===== src/rtl/mcy_mutsel_ctrl.sv =====
// Multi-channel mutation-selection controller: each channel drives its mutation index
// only inside a programmable activation window and counts coverage hits while active.
module mcy_mutsel_ctrl #(
  parameter int MUTSEL_W = 8,
  parameter int NUM_CH   = 2,
  parameter int CNT_W    = 32,
  localparam int CH_W    = (NUM_CH > 1) ? $clog2(NUM_CH) : 1
) (
  input  logic                         clk_i,
  input  logic                         rst_ni,
  input  logic                         cfg_valid_i,
  output logic                         cfg_ready_o,
  input  logic [CH_W-1:0]              cfg_ch_i,
  input  logic [MUTSEL_W-1:0]          cfg_idx_i,
  input  logic [1:0]                   cfg_mode_i,
  input  logic [CNT_W-1:0]             cfg_delay_i,
  input  logic [CNT_W-1:0]             cfg_len_i,
  input  logic                         arm_i,
  input  logic                         disarm_i,
  input  logic                         trigger_i,
  input  logic [NUM_CH-1:0]            cov_hit_i,
  output logic [NUM_CH*MUTSEL_W-1:0]   mutsel_o,
  output logic [NUM_CH-1:0]            active_o,
  output logic [NUM_CH-1:0]            done_o,
  output logic [NUM_CH*CNT_W-1:0]      hit_cnt_o
);

  localparam logic [2:0] ST_IDLE   = 3'd0;
  localparam logic [2:0] ST_WAIT   = 3'd1;
  localparam logic [2:0] ST_DELAY  = 3'd2;
  localparam logic [2:0] ST_ACTIVE = 3'd3;
  localparam logic [2:0] ST_DONE   = 3'd4;

  localparam logic [1:0] MODE_TRIG = 2'd3;

  logic [NUM_CH-1:0]       ch_ready;
  logic [(1<<CH_W)-1:0]    ready_vec;

  // Unimplemented channel numbers read as ready so a stray write never stalls the config path.
  for (genvar gi = 0; gi < (1 << CH_W); gi++) begin : g_ready
    if (gi < NUM_CH) begin : g_real
      assign ready_vec[gi] = ch_ready[gi];
    end else begin : g_pad
      assign ready_vec[gi] = 1'b1;
    end
  end

  assign cfg_ready_o = ready_vec[cfg_ch_i];

  for (genvar gi = 0; gi < NUM_CH; gi++) begin : g_ch
    logic [2:0]          state_reg, state_next;
    logic [CNT_W-1:0]    cnt_reg, cnt_next;
    logic [MUTSEL_W-1:0] idx_reg;
    logic [1:0]          mode_reg;
    logic [CNT_W-1:0]    delay_reg, len_reg, hit_reg;
    logic                configured_reg;
    logic [MUTSEL_W-1:0] mutsel_reg;
    logic                active_reg, done_reg;
    logic                cfg_we, launch, expire, windowed;

    assign ch_ready[gi] = (state_reg == ST_IDLE) || (state_reg == ST_DONE);
    assign cfg_we       = cfg_valid_i && (cfg_ch_i == CH_W'(gi)) && ch_ready[gi];
    assign windowed     = mode_reg[1];

    always_comb begin
      state_next = state_reg;
      cnt_next   = cnt_reg;
      launch     = 1'b0;
      expire     = 1'b0;
      if (disarm_i || cfg_we) begin
        state_next = ST_IDLE;
      end else begin
        case (state_reg)
          ST_IDLE, ST_DONE: begin
            if (arm_i && configured_reg) begin
              if (mode_reg == MODE_TRIG) state_next = ST_WAIT;
              else                       launch     = 1'b1;
            end
          end
          ST_WAIT:  launch = trigger_i;
          ST_DELAY: begin
            if (cnt_reg == '0) expire = 1'b1;
            else               cnt_next = cnt_reg - CNT_W'(1);
          end
          ST_ACTIVE: begin
            if (windowed) begin
              if (cnt_reg == '0) state_next = ST_DONE;
              else               cnt_next   = cnt_reg - CNT_W'(1);
            end
          end
          default: state_next = ST_IDLE;
        endcase
        if (launch) begin
          if (delay_reg == '0) begin
            expire = 1'b1;
          end else begin
            state_next = ST_DELAY;
            cnt_next   = delay_reg - CNT_W'(1);
          end
        end
        // A zero-length window skips ACTIVE and reports completion at the activation point.
        if (expire) begin
          if (windowed && len_reg == '0) begin
            state_next = ST_DONE;
          end else begin
            state_next = ST_ACTIVE;
            cnt_next   = len_reg - CNT_W'(1);
          end
        end
      end
    end

    always_ff @(posedge clk_i or negedge rst_ni) begin
      if (!rst_ni) begin
        state_reg      <= ST_IDLE;
        cnt_reg        <= '0;
        idx_reg        <= '0;
        mode_reg       <= '0;
        delay_reg      <= '0;
        len_reg        <= '0;
        hit_reg        <= '0;
        configured_reg <= 1'b0;
        mutsel_reg     <= '0;
        active_reg     <= 1'b0;
        done_reg       <= 1'b0;
      end else begin
        state_reg  <= state_next;
        cnt_reg    <= cnt_next;
        mutsel_reg <= (state_next == ST_ACTIVE) ? idx_reg : '0;
        active_reg <= (state_next == ST_ACTIVE);
        done_reg   <= (state_next == ST_DONE);
        if (cfg_we) begin
          idx_reg        <= cfg_idx_i;
          mode_reg       <= cfg_mode_i;
          delay_reg      <= cfg_delay_i;
          len_reg        <= cfg_len_i;
          configured_reg <= 1'b1;
          hit_reg        <= '0;
        end else if (state_reg == ST_ACTIVE && cov_hit_i[gi] && hit_reg != '1) begin
          hit_reg <= hit_reg + CNT_W'(1);
        end
      end
    end

    assign mutsel_o[gi*MUTSEL_W +: MUTSEL_W] = mutsel_reg;
    assign active_o[gi]                      = active_reg;
    assign done_o[gi]                        = done_reg;
    assign hit_cnt_o[gi*CNT_W +: CNT_W]      = hit_reg;
  end

endmodule


===== config.mk =====
export PLATFORM = sky130hd
export DESIGN_NAME = mcy_mutsel_ctrl
export DESIGN_NICKNAME = d
export VERILOG_FILES = /design/src/rtl/mcy_mutsel_ctrl.sv
export SDC_FILE = /design/constraint.sdc
export NUM_CORES = 1
export LEC_CHECK = 0
export ABC_AREA = 1
export CORE_MARGIN = 10
export CORE_UTILIZATION = 50
export CTS_CLUSTER_DIAMETER = 80
export DETAILED_ROUTE_END_ITERATION = 16
export PLACE_DENSITY_LB_ADDON = 0.3
export SETUP_SLACK_MARGIN = 0.3
export SYNTH_ARGS = -nofsm -noshare
export SYNTH_HDL_FRONTEND = slang
export SYNTH_SLANG_ARGS = --single-unit

===== constraint.sdc =====
create_clock -name clk_i -period 5 [get_ports clk_i]
set_input_delay 0.5 -clock clk_i [delete_from_list [all_inputs] [get_ports clk_i]]
set_output_delay 0.5 -clock clk_i [all_outputs]
set_load 0.005 [all_outputs]

**After elaboration in Yosys (flattened, before gate mapping)**

Cells that the tools add are included.

- $add $sub $neg: 8
- Order comparisons: 1
- Equal/unequal tests: 16
- Multiplexer cells: 60
- Bitwise gates (word level): 1
- Reduce and logical (&&, ||, !) cells: 30

Operator list:

| operator | count |
|---|---|
| 2-to-1 mux 32 bit | 16 |
| zero test 32 bit | 6 |
| subtractor 32 x 1 -> 32 bit, second input constant | 6 |
| case mux 32 bit (2 select lines) | 2 |
| adder 32 x 1 -> 32 bit, second input constant | 2 |
| inequality test 32 bit, second input constant | 2 |
| 2-to-1 mux 3 bit | 18 |
| equality test 3 x 2 -> 1 bit, second input constant | 6 |
| 2-to-1 mux 1 bit | 18 |
| case mux 3 bit (3 select lines) | 2 |
| 2-to-1 mux 8 bit | 2 |
| equality test 3 bit, second input constant | 4 |
| logical AND 1 bit | 12 |
| OR reduction 2 bit | 4 |
| equality test 3 x 1 -> 1 bit, second input constant | 2 |
| zero test 3 bit | 2 |
| equality test 2 bit, second input constant | 2 |
| logical OR 1 bit | 4 |
| case mux 1 bit (2 select lines) | 2 |
| nonzero test 2 bit | 2 |
| less-than comparator 1 x 2 -> 1 bit, second input constant | 1 |
| inverter 1 bit | 1 |

- Flip-flop bits (word level): 304
- Bits of input ports: 83
- Output and inout bits: 85
- Word-level logic and storage cells: 138

**Longest topological paths before layout**

- Depth after elaboration: 11
- Gate-level depth with buffers: 17
- Gate-level depth less buffers: 17

**Least setup slack after synthesis**

OpenSTA, ideal clock, no wires.

- Path type: register to register
- From: reg g_ch[1].len_reg[0]
- To: reg g_ch[1].cnt_reg[0]
- Library setup time: 0.118 ns
- Data arrival time: 1.903 ns
- Required time: 4.882 ns
- Setup slack: 2.978 ns
- Stages on the path, launching flop included: 14
- Buffers on the path: 3
- Clock period less this slack: 2.022 ns
- Cell sequence: dfrtp_1 -> inv_1 -> ha_1 -> nand2_2 -> nor2_4 -> nand4_2 -> or2_0 -> buf_6 -> nand2_4 -> buf_6 -> buf_6 -> o21ai_2 -> a21oi_2 -> nor2_2

- Word-level cells in the longest chain between the ends: 4
- Elaborated cells between the ends (all ways): 5
- Classes of those cells: add/sub (1); mux (2); reduce/logical (2)

RTL lines:

| item | line | RTL |
|---|---|---|
| start: declaration | 55 | `logic [CNT_W-1:0] delay_reg, len_reg, hit_reg;` |
| start signal: assignment | 136 | `len_reg <= cfg_len_i;` |
| branches (longest 2 deep; another with subtractor 32 x 1 -> 32 bit) | -- |  |
| 2-to-1 mux 32 bit (*) | 103 | `if (windowed && len_reg == '0) begin` |
| 2-to-1 mux 32 bit (*) | 102 | `if (expire) begin` |
| end signal: assignment | 128 | `cnt_reg <= cnt_next;` |
| end: declaration | 52 | `logic [CNT_W-1:0] cnt_reg, cnt_next;` |

Every way passes the cells marked *.
A chain may end at the register's enable or synchronous reset.

**Worst setup path in the final report**

- From: reg g_ch[1].cnt_reg[0]
- To: reg g_ch[1].cnt_reg[23]

- Word-level cells in the longest chain between the ends: 8
- Elaborated cells between the ends (all ways): 14
- Classes of those cells: add/sub (1); mux (12); reduce/logical (1)

RTL lines:

| item | line | RTL |
|---|---|---|
| subtractor 32 x 1 -> 32 bit / zero test 32 bit (equally long branches) | -- |  |
| 2-to-1 mux 32 bit | 82, 87 |  |
| 2-to-1 mux 32 bit | 86 | `if (windowed) begin` |
| case mux 32 bit (2 select lines) | 73 | `case (state_reg)` |
| 2-to-1 mux 32 bit | 94 | `if (delay_reg == '0) begin` |
| 2-to-1 mux 32 bit | 93 | `if (launch) begin` |
| 2-to-1 mux 32 bit | 103 |  |
| 2-to-1 mux 32 bit (*) | 102 |  |

Every way passes the cells marked *; elsewhere a longest branch is shown, timed or not. The select of a mux whose other input is x is not followed.

==> results.py <==
metrics = {
    "run_status": {
        "run_status": "finished, violations left",
        "violations": "hold timing",
    },
    "global_routing": {
        "grt_pass1_vias": 20500,
        "grt_antenna_before_repair": 2,
        "gr-usage-all-layers": 0.2913,
        "grt.overflow.total": 0,
        "grt_max_degree": 112,
        "grt_pass1_wl_mm": 115.8,
    },
    "final_layout": {
        "postLayoutCoreUtil": 0.5906,
        "multiInputGateArea_sq_mm": 0.01094,
        "fillCellCount": 3858,
        "layout_commonest_cell": "nand2_1",
        "layout.nets": 3289,
        "n_antenna_cell": 0,
        "ff_latch_area_sq_mm": 0.007607,
        "area.growth.synth_to_final_pct": 16.07,
        "final_cell_mix": "nand2_1 (840), nor2_1 (451), inv_1 (353)",
        "drive_above_1_share": 0.06242,
    },
    "route": {
        "routed_wl_mm": 74.21,
        "drtPass1Iterations": 8,
        "antenna_left": 0,
        "drcViolationCount": 0,
        "num_vias": 21460,
        "drt_iter0_markers": 2684,
        "wl_per_cell_microns": 19.81,
        "viasPerCell": 5.731,
    },
    "pwr": {
        "power_density_mw_per_mm2": 394.4,
        "peakVddDrop_mv": 0.2849,
        "p_leak_uw": 0.01094,
    },
    "clock_network": {
        "clkLatencyLatePin_ns": 0.56,
        "clk_pin_slew_ns": 0.06,
        "h-tree-depth": 2,
        "hold_buffers": 0,
        "post_cts.repair.setup_buffers": 0,
        "cts_tree": "done",
        "cts-resized-gates": 0,
        "clockBufferDepth": 3,
        "cts.sinks": 304,
        "clockRootBuffer": "clkbuf_16",
        "cts_made_buffers": 37,
    },
    "die": {
        "start_util": 0.5089,
        "fp.coreArea_sq_mm": 0.04001,
        "die_y_microns": 221.8,
        "boundaryPins": 168,
        "rows": 73,
        "die_area_sq_mm": 0.04918,
        "die_w_microns": 221.8,
    },
    "critical_path": {
        "crit_type": "flip-flop to flip-flop",
        "cp.arrival_ns": 3.47,
        "crit_path_start_kind": "flip-flop",
        "cp_max_fo": 33,
        "critPathRequiredTime_ns": 5.49,
        "endpoint_kind": "flip-flop",
    },
    "sta": {
        "drv_slew": 0,
        "hold_violations": 5,
        "fin_crit_sh": 0.5957,
        "rsz0062_at_grt": "no",
        "setup_viol": 0,
        "timing.hold.ws_ns": -0.02880,
        "setup_tns_ns": 0,
        "tightest_slew_ns": 1.188,
        "slew_headroom": 0.2061,
        "fmax_ghz": 0.3358,
        "min_period_ns": 2.978,
        "finClkSkew_ns": 0.01445,
    },
    "hold_path": {
        "hold_class": "input pin to async pin",
    },
    "run": {
        "drv_cap": 0,
    },
    "logic_synthesis": {
        "synth_edf_count": 0,
        "ys_ff_latch": 304,
        "async_reset_ff_frac": 1.000,
        "ys_seq_area_frac": 0.3737,
        "ys_types": 57,
        "synth_cells": 3065,
        "synthFlopType": "dfrtp_1",
        "synth.cell_area_sq_mm": 0.02036,
        "ys_warn_count": 0,
        "avgSynthCellArea_sq_um": 6.642,
        "syn-num-nets": 3159,
    },
    "placement": {
        "globalplace.congestion": 1.026,
        "hpwlAfterDp_mm": 56.52,
        "port_buffers": 167,
    },
}
==> cells by family (layout without fill, tap and decap cells) <==
family / after synthesis / after routing / synth area share
and+or+nand+nor: 1798 / 1798 / 0.3826
buffers and inverters: 464 / 619 / 0.09029
DFF: 304 / 304 / 0.3737
adders and majority gates: 11 / 11 / 0.006761
AOI/OAI and AO/OA: 404 / 404 / 0.1105
xor gates and xnor gates: 84 / 84 / 0.03614
==> cell type report <==
type	instances	area share
Multi-Input combinational cell	2297	0.4630
Sequential cell	304	0.3219
Timing Repair Buffer	182	0.07678
Inverter	373	0.05936
Clock buffer	51	0.04443
Tap cell	525	0.02780
Clock inverter	13	0.006672
==> critical path, cell delays in order (launching register included) <==
cell and delay, ns:
dfrtp_1 0.43, inv_1 0.17, ha_1 0.28, nand3_1 0.09, nor2_1 0.05, nand2_1 0.85
nand3_1 0.34, a21oi_1 0.41, o21bai_1 0.12, a21oi_1 0.13
==> cell usage after synthesis (5+ instances only) <==
cell type	count	area [sq um]
o21ai_1	9	45.04
xnor2_1	25	219.0
inv_2	16	60.06
dfrtp_1	304	7607
o21a_1	6	45.04
nor3_2	6	60.06
buf_6	7	78.83
nand3_2	7	70.07
nor4_1	17	106.4
nand2_1	840	3153
buf_4	5	37.54
clkbuf_1	58	217.7
o21ai_0	217	1086
inv_1	354	1329
xor2_1	59	516.8
nand3_1	221	1106
or2_2	15	93.84
o31ai_1	9	67.56
nand2_2	15	93.84
a2bb2oi_1	5	43.79
o22ai_1	6	37.54
nand3b_1	9	67.56
o211ai_1	14	105.1
ha_1	11	137.6
buf_2	18	90.09
nand4_1	90	563.0
a21oi_1	107	535.5
nor2_4	6	67.56
nor2_1	454	1704
nor3_1	71	355.3
nor2_2	34	212.7
==> report_power, final <==
group	internal (uW)	leakage (uW)	total (uW)	switching [uW]
combinational	947	0.00648	2970	2030
clock	1620	0.000595	2740	1120
sequential	2920	0.00386	3600	681
==> per-layer routing <==
metal,vias to the layer above,GRT usage,routed length [microns],part of all wire
li1,10140,-,-,-
met1,10160,0.3972,31720,0.43
met2,1028,0.4382,32240,0.43
met3,137,0.08226,8157,0.11
met4,4,0.08966,2063,0.028
met5,-,0,32,0.00043
==> final timing paths <==
kind                                                    start                                 end  slack, ns  depth (start not counted)
min in group clk_i         g_ch[1].configured_reg$_DFFE_PN0P_  g_ch[1].configured_reg$_DFFE_PN0P_       0.47                          1
setup reg to reg               g_ch[1].cnt_reg[0]$_DFFE_PN0N_     g_ch[1].cnt_reg[23]$_DFFE_PN0N_       2.02                          9
max in group asynchronous                              rst_ni      g_ch[0].hit_reg[6]$_DFFE_PN0P_       3.84                          2
setup / recovery               g_ch[1].cnt_reg[0]$_DFFE_PN0N_     g_ch[1].cnt_reg[23]$_DFFE_PN0N_       2.02                          9
hold / removal                                         rst_ni     g_ch[1].cnt_reg[30]$_DFFE_PN0N_      -0.03                          1
hold reg to reg            g_ch[1].configured_reg$_DFFE_PN0P_  g_ch[1].configured_reg$_DFFE_PN0P_       0.47                          1
==> stage by stage <==
step                total power [uW]  setup WS [ns]  cell area, sq um  cells
floorplan                       5412          2.978             20360   3065
global placement                6467          1.965             22420   3681
detailed placement              6511          1.895             22420   3681
CTS                             9274          2.110             23630   3745
global route                    9859          1.768             23630   3745
finish                          9319          2.022             23630   3745
Note: power is estimated with default switching activity, not from simulation.
